### config.mk
export PLATFORM = sky130hd
export DESIGN_NAME = alu_seq
export DESIGN_NICKNAME = d
export VERILOG_FILES = /design/src/rtl/alu_seq_pkg.sv /design/src/rtl/seq_muldiv_core.sv /design/src/rtl/alu_seq.sv
export SDC_FILE = /design/constraint.sdc
export NUM_CORES = 1
export LEC_CHECK = 0
export CELL_PAD_IN_SITES_DETAIL_PLACEMENT = 0
export CELL_PAD_IN_SITES_GLOBAL_PLACEMENT = 1
export CORE_AREA = 5 5 222 224
export DETAILED_ROUTE_END_ITERATION = 8
export DIE_AREA = 0 0 227 229
export HOLD_SLACK_MARGIN = 0.15
export PLACE_DENSITY = 0.84
export SYNTH_ARGS = -nofsm -noshare
export SYNTH_HDL_FRONTEND = slang
export SYNTH_SLANG_ARGS = --single-unit
export TNS_END_PERCENT = 30
### constraint.sdc
create_clock -name clk -period 8.4 [get_ports clk]
set_input_delay 1.68 -clock clk [delete_from_list [all_inputs] [get_ports clk]]
set_output_delay 1.68 -clock clk [all_outputs]
set_load 0.01 [all_outputs]
### src/rtl/alu_seq_pkg.sv
// alu_seq_pkg: mode encodings, FSM states and op classification for alu_seq
package alu_seq_pkg;
  localparam logic [3:0] MODE_ADD  = 4'd0;
  localparam logic [3:0] MODE_SUB  = 4'd1;
  localparam logic [3:0] MODE_AND  = 4'd2;
  localparam logic [3:0] MODE_OR   = 4'd3;
  localparam logic [3:0] MODE_XOR  = 4'd4;
  localparam logic [3:0] MODE_SLL  = 4'd5;
  localparam logic [3:0] MODE_SRL  = 4'd6;
  localparam logic [3:0] MODE_SRA  = 4'd7;
  localparam logic [3:0] MODE_MULU = 4'd8;
  localparam logic [3:0] MODE_DIVU = 4'd9;
  localparam logic [3:0] MODE_REMU = 4'd10;
  typedef enum logic [1:0] {IDLE, BUSY, DONE} state_t;
  function automatic logic is_multicycle(input logic [3:0] m);
    return m == MODE_MULU || m == MODE_DIVU || m == MODE_REMU;
  endfunction
endpackage

### src/rtl/seq_muldiv_core.sv
// seq_muldiv_core: iterative shift-add multiplier and restoring divider, one bit per cycle
module seq_muldiv_core #(
  parameter int WIDTH = 32
) (
  input  logic             clk,
  input  logic             rst_n,
  input  logic             start,
  input  logic [WIDTH-1:0] a,
  input  logic [WIDTH-1:0] b,
  input  logic             op,
  output logic             busy,
  output logic             done,
  output logic [WIDTH-1:0] lo,
  output logic [WIDTH-1:0] hi
);
  localparam int CW = $clog2(WIDTH) + 1;
  logic [CW-1:0]    cnt;
  logic [WIDTH-1:0] m, acc_hi, acc_lo;
  logic             op_r;
  logic [WIDTH:0]   add, rem_sh, diff;
  assign busy = cnt != '0;
  assign done = cnt == CW'(1);
  // lo/hi are the values after this cycle's step, so they hold the answer while done is high
  always_comb begin
    add = {1'b0, acc_hi} + (acc_lo[0] ? {1'b0, m} : '0);
    rem_sh = {acc_hi, acc_lo[WIDTH-1]};
    diff = rem_sh - {1'b0, m};
    lo = op_r ? {acc_lo[WIDTH-2:0], ~diff[WIDTH]} : {add[0], acc_lo[WIDTH-1:1]};
    hi = op_r ? (diff[WIDTH] ? rem_sh[WIDTH-1:0] : diff[WIDTH-1:0]) : add[WIDTH:1];
  end
  always_ff @(posedge clk) begin
    if (!rst_n) begin
      cnt <= '0;
      m <= '0;
      acc_hi <= '0;
      acc_lo <= '0;
      op_r <= 1'b0;
    end else if (start) begin
      cnt <= CW'(WIDTH);
      m <= b;
      acc_hi <= '0;
      acc_lo <= a;
      op_r <= op;
    end else if (busy) begin
      cnt <= cnt - CW'(1);
      acc_hi <= hi;
      acc_lo <= lo;
    end
  end
endmodule

### src/rtl/alu_seq.sv
// alu_seq: handshaked ALU with registered flags and multi-cycle multiply/divide
module alu_seq
  import alu_seq_pkg::*;
#(
  parameter int WIDTH = 32,
  parameter int SHW = $clog2(WIDTH)
) (
  input  logic             clk,
  input  logic             rst_n,
  input  logic             in_valid,
  output logic             in_ready,
  input  logic [WIDTH-1:0] a,
  input  logic [WIDTH-1:0] b,
  input  logic [3:0]       mode,
  output logic             out_valid,
  input  logic             out_ready,
  output logic [WIDTH-1:0] result,
  output logic [WIDTH-1:0] result_hi,
  output logic             flag_z,
  output logic             flag_n,
  output logic             flag_c,
  output logic             flag_v,
  output logic             flag_err
);
  state_t           state, nstate;
  logic [3:0]       mode_r;
  logic             sub, go_busy, accept, ld, core_busy, core_done;
  logic [WIDTH-1:0] bx, r1, nr, nh, core_lo, core_hi;
  logic [WIDTH:0]   sum;
  logic             c1, v1, e1;
  logic [SHW-1:0]   sh;
  assign in_ready = state == IDLE;
  assign out_valid = state == DONE;
  assign accept = in_ready && in_valid;
  // divide by zero short-circuits to a latency-1 error result
  assign go_busy = is_multicycle(mode) && !(mode != MODE_MULU && b == '0);
  assign ld = (accept && !go_busy) || core_done;
  assign sub = mode == MODE_SUB;
  assign bx = sub ? ~b : b;
  assign sum = {1'b0, a} + {1'b0, bx} + {{WIDTH{1'b0}}, sub};
  assign sh = b[SHW-1:0];
  always_comb begin
    r1 = '0;
    c1 = 1'b0;
    v1 = 1'b0;
    e1 = 1'b0;
    case (mode)
      MODE_ADD, MODE_SUB: begin
        r1 = sum[WIDTH-1:0];
        c1 = sum[WIDTH];
        v1 = (a[WIDTH-1] == bx[WIDTH-1]) && (sum[WIDTH-1] != a[WIDTH-1]);
      end
      MODE_AND: r1 = a & b;
      MODE_OR:  r1 = a | b;
      MODE_XOR: r1 = a ^ b;
      MODE_SLL: r1 = a << sh;
      MODE_SRL: r1 = a >> sh;
      MODE_SRA: r1 = $signed(a) >>> sh;
      MODE_MULU: r1 = '0;
      MODE_DIVU: begin
        r1 = '1;
        e1 = 1'b1;
      end
      MODE_REMU: begin
        r1 = a;
        e1 = 1'b1;
      end
      default: e1 = 1'b1;
    endcase
  end
  assign nr = core_busy ? (mode_r == MODE_REMU ? core_hi : core_lo) : r1;
  assign nh = core_busy && mode_r == MODE_MULU ? core_hi : '0;
  assign nstate = state == IDLE ? (in_valid ? (go_busy ? BUSY : DONE) : IDLE) :
                  state == BUSY ? (core_done ? DONE : BUSY) :
                  (out_ready ? IDLE : DONE);
  seq_muldiv_core #(.WIDTH(WIDTH)) u_core (
    .clk(clk),
    .rst_n(rst_n),
    .start(accept && go_busy),
    .a(a),
    .b(b),
    .op(mode != MODE_MULU),
    .busy(core_busy),
    .done(core_done),
    .lo(core_lo),
    .hi(core_hi)
  );
  always_ff @(posedge clk) begin
    if (!rst_n) begin
      state <= IDLE;
      mode_r <= '0;
      result <= '0;
      result_hi <= '0;
      flag_z <= 1'b0;
      flag_n <= 1'b0;
      flag_c <= 1'b0;
      flag_v <= 1'b0;
      flag_err <= 1'b0;
    end else begin
      state <= nstate;
      if (accept) mode_r <= mode;
      if (ld) begin
        result <= nr;
        result_hi <= nh;
        flag_z <= nr == '0;
        flag_n <= nr[WIDTH-1];
        flag_c <= !core_busy && c1;
        flag_v <= !core_busy && v1;
        flag_err <= !core_busy && e1;
      end
    end
  end
endmodule
# Yosys cells after proc, flatten, opt, wreduce, memory -nomap -nowiden
# Cells that the tools add are included.
[word_totals] output_inout_bits=71 register_bits=178 word_cells=94 input_bits=72
[op_classes] add_sub_neg=5 bitwise=6 shift=3 reduce_logical=25 mux=22 eq_ne=18
[ops] operator="32-bit two-way mux" n=10
[ops] operator="32-bit case mux with 9 select lines" n=1
[ops] operator="32-bit logical NOT" n=2
[ops] operator="32-bit by 32-bit adder with 33-bit output" n=1
[ops] operator="32-bit by 33-bit adder with 33-bit output" n=1
[ops] operator="33-bit by 1-bit adder with 33-bit output" n=1
[ops] operator="33-bit by 32-bit subtractor with 33-bit output" n=1
[ops] operator="32-bit bitwise AND" n=1
[ops] operator="32-bit inverter" n=1
[ops] operator="32-bit bitwise OR" n=1
[ops] operator="32-bit by 5-bit << shifter with 32-bit output" n=1
[ops] operator="32-bit by 5-bit right shift with 32-bit output" n=1
[ops] operator="32-bit by 5-bit >>> shifter with 32-bit output" n=1
[ops] operator="32-bit bitwise XOR" n=1
[ops] operator="4-bit equality test, second input constant" n=5
[ops] operator="4-bit by 3-bit equality test with 1-bit output, second input constant" n=4
[ops] operator="2-bit two-way mux" n=6
[ops] operator="6-bit two-way mux" n=2
[ops] operator="1-bit logical AND" n=10
[ops] operator="9-bit OR reduction" n=1
[ops] operator="4-bit by 2-bit equality test with 1-bit output, second input constant" n=2
[ops] operator="6-bit by 1-bit equality test with 1-bit output, second input constant" n=1
[ops] operator="6-bit nonzero test" n=1
[ops] operator="6-bit by 1-bit subtractor with 6-bit output, second input constant" n=1
[ops] operator="14 further kinds" n=22

# Logic depth before layout (Yosys ltp)
[logic_depth] depth_word=8 ltp_mapped=24 mapped_depth_nobuf=19

# By module
# From an unflattened synthesis, not the netlist that was laid out.
[hier_totals] hier_cells=2812 area_unflattened_um2=21554.4
[by_module_without_submodules] mod="alu_seq" cells_each=1636 seq_area_each_um2=1481.4 area_per_inst_um2=12314.3 n_inst=1
[by_module_without_submodules] mod="seq_muldiv_core" cells_each=1176 seq_area_each_um2=2062.0 area_per_inst_um2=9240.1 n_inst=1

# Worst setup path before layout
# OpenSTA, ideal clock, no wires.
[synth_timing] path_kind="input to register" from="input mode[0]" to="register flag_z" slack_ns=1.146 path_buffers=7 arrival_ns=7.194 setup_ns=0.059 cell_stages=24 required_ns=8.341 cell_sequence="buf_2 buf_2 buf_1 clkbuf_1 buf_1 nand2_1 nor3_1 clkbuf_1 xnor2_1 ha_1 nand2_1 or4_1 o221a_2 buf_2 nand4_1 o41ai_1 or4b_1 a22oi_1 nor3b_1 nand4_1 or4_1 nor4_1 nand4_1 nand2_1"
[synth_via] elab_chain_len=7 elab_cells_between_ends=27 cone_classes="2 x add/sub; 11 x eq/ne; 3 x mux; 11 x reduce/logical"
[synth_rtl] item="start: declaration" line_no="alu_seq.sv:14" text="input logic [3:0] mode,"
[synth_rtl] item="4-bit by 1-bit equality test with 1-bit output, or another cell as far along" line_no="alu_seq.sv:38, alu_seq.sv:47"
[synth_rtl] item="32-bit two-way mux, or another cell as far along" line_no="alu_seq.sv:39" text="assign bx = sub ? ~b : b;"
[synth_rtl] item="32-bit by 32-bit adder with 33-bit output, or another cell as far along" line_no="alu_seq.sv:40" text="assign sum = {1'b0, a} + {1'b0, bx} + {{WIDTH{1'b0}}, sub};"
[synth_rtl] item="33-bit by 1-bit adder with 33-bit output or 1-bit logical AND (tied branches)" line_no="alu_seq.sv:40, alu_seq.sv:36"
[synth_rtl] item="32-bit case mux with 9 select lines or 1-bit logical NOT (tied branches)" line_no="alu_seq.sv:47, alu_seq.sv:37"
[synth_rtl] item="32-bit two-way mux or 1-bit logical AND (tied branches)" line_no="alu_seq.sv:71, alu_seq.sv:37"
[synth_rtl] item="32-bit logical NOT or 1-bit logical OR (tied branches)" line_no="alu_seq.sv:105, alu_seq.sv:37"
[synth_rtl] item="end signal: assignment" line_no="alu_seq.sv:94" text="flag_z <= 1'b0;"
[synth_rtl] item="end signal: assignment" line_no="alu_seq.sv:105" text="flag_z <= nr == '0;"
[synth_rtl] item="end: declaration" line_no="alu_seq.sv:19" text="output logic flag_z,"
# Parallel ways exist; a longest one is shown, timed or not.
# A chain may end at the register's enable or synchronous reset.

# Worst setup path after layout
[layout_timing] from="input mode[3]" to="register flag_z"
# Same word-level chain as after synthesis.

==> out/metrics.yaml <==
die:
  die_h_um: 229
  ioPinCount: 143
  coreArea_sq_mm: 0.0471
  fp.dieW_um: 227
  initial_core_util: 0.444
  dieArea_sq_mm: 0.0520
  placementRows: 80
timing:
  rsz0062_at_grt: "no"
  setup_viol_count_final: 0
  slew_viol_final: 0
  worst_pin_slew_ns: 1.15
  finalClockSkew_ns: 0.0188
  period_minus_slack_ns: 6.53
  holdWs_ns: 0.463
  max_slew_margin: 0.228
  hold_viol: 0
  worst_slack_ns: 1.87
  fin_crit_sh: 0.777
  clock.fmax_ghz: 0.153
  tns_ns: 0
cts:
  clk_pin_slew_worst_paths_ns: 0.08
  cts_hold_buf: 0
  cts.path.max_buffers: 2
  post-cts-setup-buffer-count: 0
  cts_sinks: 177
  clk_latency_ns: 0.50
  cts_buffers: 17
  post_cts_resized: 0
  clockRootBuffer: "clkbuf_16"
  cts_tree: "yes"
  cts_max_level: 4
critical_path:
  worstSetupEndpointType: "register"
  worstReg2RegStart: "u_core.m[0]$_SDFFE_PN0P_"
  cp-start-kind: "input pin"
  r2r_slack_ns: 2.46
  crit_required_ns: 8.84
  arrival_ns: 6.97
  worstRegToRegCells: 17
  crit_fanout: 32
  rr_endpoint: "flag_z$_SDFFE_PN0P_"
  path_class: "input pin to register"
global_routing:
  antenna_found_initial: 5
  grt_overflow: 0
  grt_pass1_vias: 22800
  grt_max_degree: 72
  grtUsageTotal: 0.402
  grt_pass1_wl_um: 156000
routing:
  vias: 23900
  drc: 0
  dr_wl_met3_um: 10100
  viasPerCell: 6.81
  wl_um: 108000
  first_pass_iters: 6
  dr_wl_met2_um: 48300
  initialDrtViolationCount: 3021
  drt-met1-wl_um: 41700
  drtAntennaViolNets: 0
  wl_per_cell_um: 30.7
  highest_layer: "met5"
layout:
  final_area_sq_mm: 0.0233
  multi_input_area_sq_mm: 0.0161
  nets: 3130
  syn2layout_area_growth_pct: 11.3
  drive_gt1_frac: 0.0714
  fillerInstances: 4812
  seq_area_sq_mm: 0.00355
power:
  power.density_mw_per_mm2: 307
  vdd_drop_max_mv: 0.370
  leakagePower_nw: 9.10
place:
  gp_congestion: 1.05
  place_hpwl_um: 83700
  placed_area_sq_mm: 0.0227
  dpl_worst_slack_ns: 1.48
  io_buffers: 142
job:
  maxCapViolations: 0
logic_synthesis:
  synth_ff_type: "dfxtp_1"
  synth_warnings: 0
  yosysSeqAreaShare: 0.169
  synthCells: 2882
  synthDistinctLibCells: 90
  synth_edf_count: 0
  ys_ff_latch: 177
  synth-async-reset-ratio: 0
  synth_nets: 3127
  synthesis.area_sq_mm: 0.0209
  synth_area_per_cell_sq_um: 7.26
min_path:
  worstHoldPathCells: 2
  hp-class: "register to register"
  hold_end: "flag_err$_SDFFE_PN0P_"
  min_from: "flag_err$_SDFFE_PN0P_"
outcome:
  status: "finished clean"
==> metrics by stage <==
step,utilization,instances,power [mW]
2_1_floorplan,-,2882,4.41
3_3_place_gp,0.482,3481,6.10
3_5_place_dp,0.482,3481,6.14
4_1_cts,0.494,3513,6.97
5_1_grt,0.494,3513,7.50
6_report,0.494,3515,7.15
==> cell usage after synthesis, types with 8 or more instances <==
master	number	area, sq um
o21bai_1	8	60.1
o221ai_1	12	105
nand2b_1	20	125
nor3_1	78	390
a211oi_1	91	683
or3_1	13	81.3
nand3_1	48	240
o211ai_1	47	353
and2_1	45	282
nand2_1	265	995
inv_1	122	458
mux2_2	41	462
o31ai_1	12	90.1
nand4_1	24	150
nor4_1	19	119
a211o_1	10	87.6
ha_1	170	2130
xor2_1	32	280
xnor2_1	78	683
a21o_1	23	173
o22ai_1	27	169
nor2b_1	20	125
mux2i_1	150	1500
o21a_1	17	128
dfxtp_1	177	3540
a221oi_1	29	254
clkbuf_1	157	589
nor2_1	396	1490
a22oi_1	35	263
mux4_2	38	856
buf_2	28	140
buf_1	25	93.8
o21ai_0	147	736
a21oi_1	275	1380
a31oi_1	30	188
a2111oi_0	8	70.1
and3_1	15	93.8
==> worst max-delay path: stages <==
cell and delay (ns):
buf_2 0.28, inv_1 0.14, nand2_1 0.11, nor3_2 0.12, buf_4 0.49, xnor2_1 0.16
ha_1 0.40, nand2_1 0.10, or4_1 0.53, o221a_2 0.35, a211oi_1 0.61, a311oi_1 0.27
o2bb2ai_1 0.24, mux2i_1 0.15, or4_1 0.58, inv_1 0.12, nand4_1 0.10, nor4_1 0.29
nand4_1 0.13, nand2_1 0.08
==> layout make-up <==
cell class / count / share of cell area
Clock buffer: 18 / 0.0184
Timing Repair Buffer: 200 / 0.0787
Inverter: 126 / 0.0204
Tap cell: 615 / 0.0331
Antenna cell: 2 / 0.000215
Multi-Input combinational cell: 2363 / 0.691
Sequential cell: 177 / 0.152
Clock inverter: 14 / 0.00613
==> sequential cells by signal (all words and copies together) (netlist names) <==
register and count:
u_core.acc_lo 32, mode_r 4, state 2, u_core.acc_hi 32, flag_z 1, u_core.cnt 6, result 32, flag_c 1
flag_err 1, flag_v 1, u_core.op_r 1, result_hi 32, u_core.m 32
==> logic make-up after synthesis <==
| kind of cell | Yosys count | synth area share |
|---|---|---|
| and+or+nand+nor | 990 | 0.214 |
| xor gates and xnor gates | 110 | 0.0461 |
| adders and majority gates | 173 | 0.105 |
| DFF | 177 | 0.169 |
| muxes | 229 | 0.135 |
| AOI/OAI and AO/OA | 861 | 0.267 |
| buffers and inverters | 342 | 0.0643 |
==> power breakdown <==
group          internal [mW]  switching (mW)  total, mW
logic                   1.69            3.38       5.07
registers               1.04           0.232       1.27
clock network          0.393           0.417      0.810
==> routing by layer <==
metal	up-vias	GRT usage
li1	10500	-
met1	11600	0.513
met2	1425	0.630
met3	355	0.0758
met4	2	0.236
met5	-	0
==> worst max-delay path by stage <==
stage	endpoint	cells after the start	slack, ns	start
final	flag_z$_SDFFE_PN0P_	20	1.87	mode[3]
after global routing	flag_z$_SDFFE_PN0P_	20	1.64	mode[3]
after CTS	flag_z$_SDFFE_PN0P_	18	2.01	mode[1]
after detailed placement	flag_z$_SDFFE_PN0P_	18	1.48	mode[1]
after global placement	flag_z$_SDFFE_PN0P_	18	1.53	mode[1]
after floorplan	flag_z$_SDFFE_PN0P_	24	1.15	mode[0]
==> placed cells by master (no fill, tap or decap), types with 30 or more instances in the layout <==
| cell | n |
|---|---|
| clkdlybuf4s50_1 | 136 |
| nor3_1 | 77 |
| nand2_1 | 263 |
| a22oi_1 | 35 |
| dfxtp_1 | 176 |
| and2_1 | 42 |
| o211ai_1 | 47 |
| xor2_1 | 32 |
| buf_4 | 60 |
| nor2_1 | 395 |
| o21ai_0 | 147 |
| a31oi_1 | 30 |
| nand3_1 | 48 |
| inv_1 | 121 |
| xnor2_1 | 78 |
| a211oi_1 | 91 |
| mux4_2 | 38 |
| mux2_2 | 41 |
| ha_1 | 170 |
| a21oi_1 | 275 |
| mux2i_1 | 150 |
No activity file was read; power rests on OpenSTA's default activity.
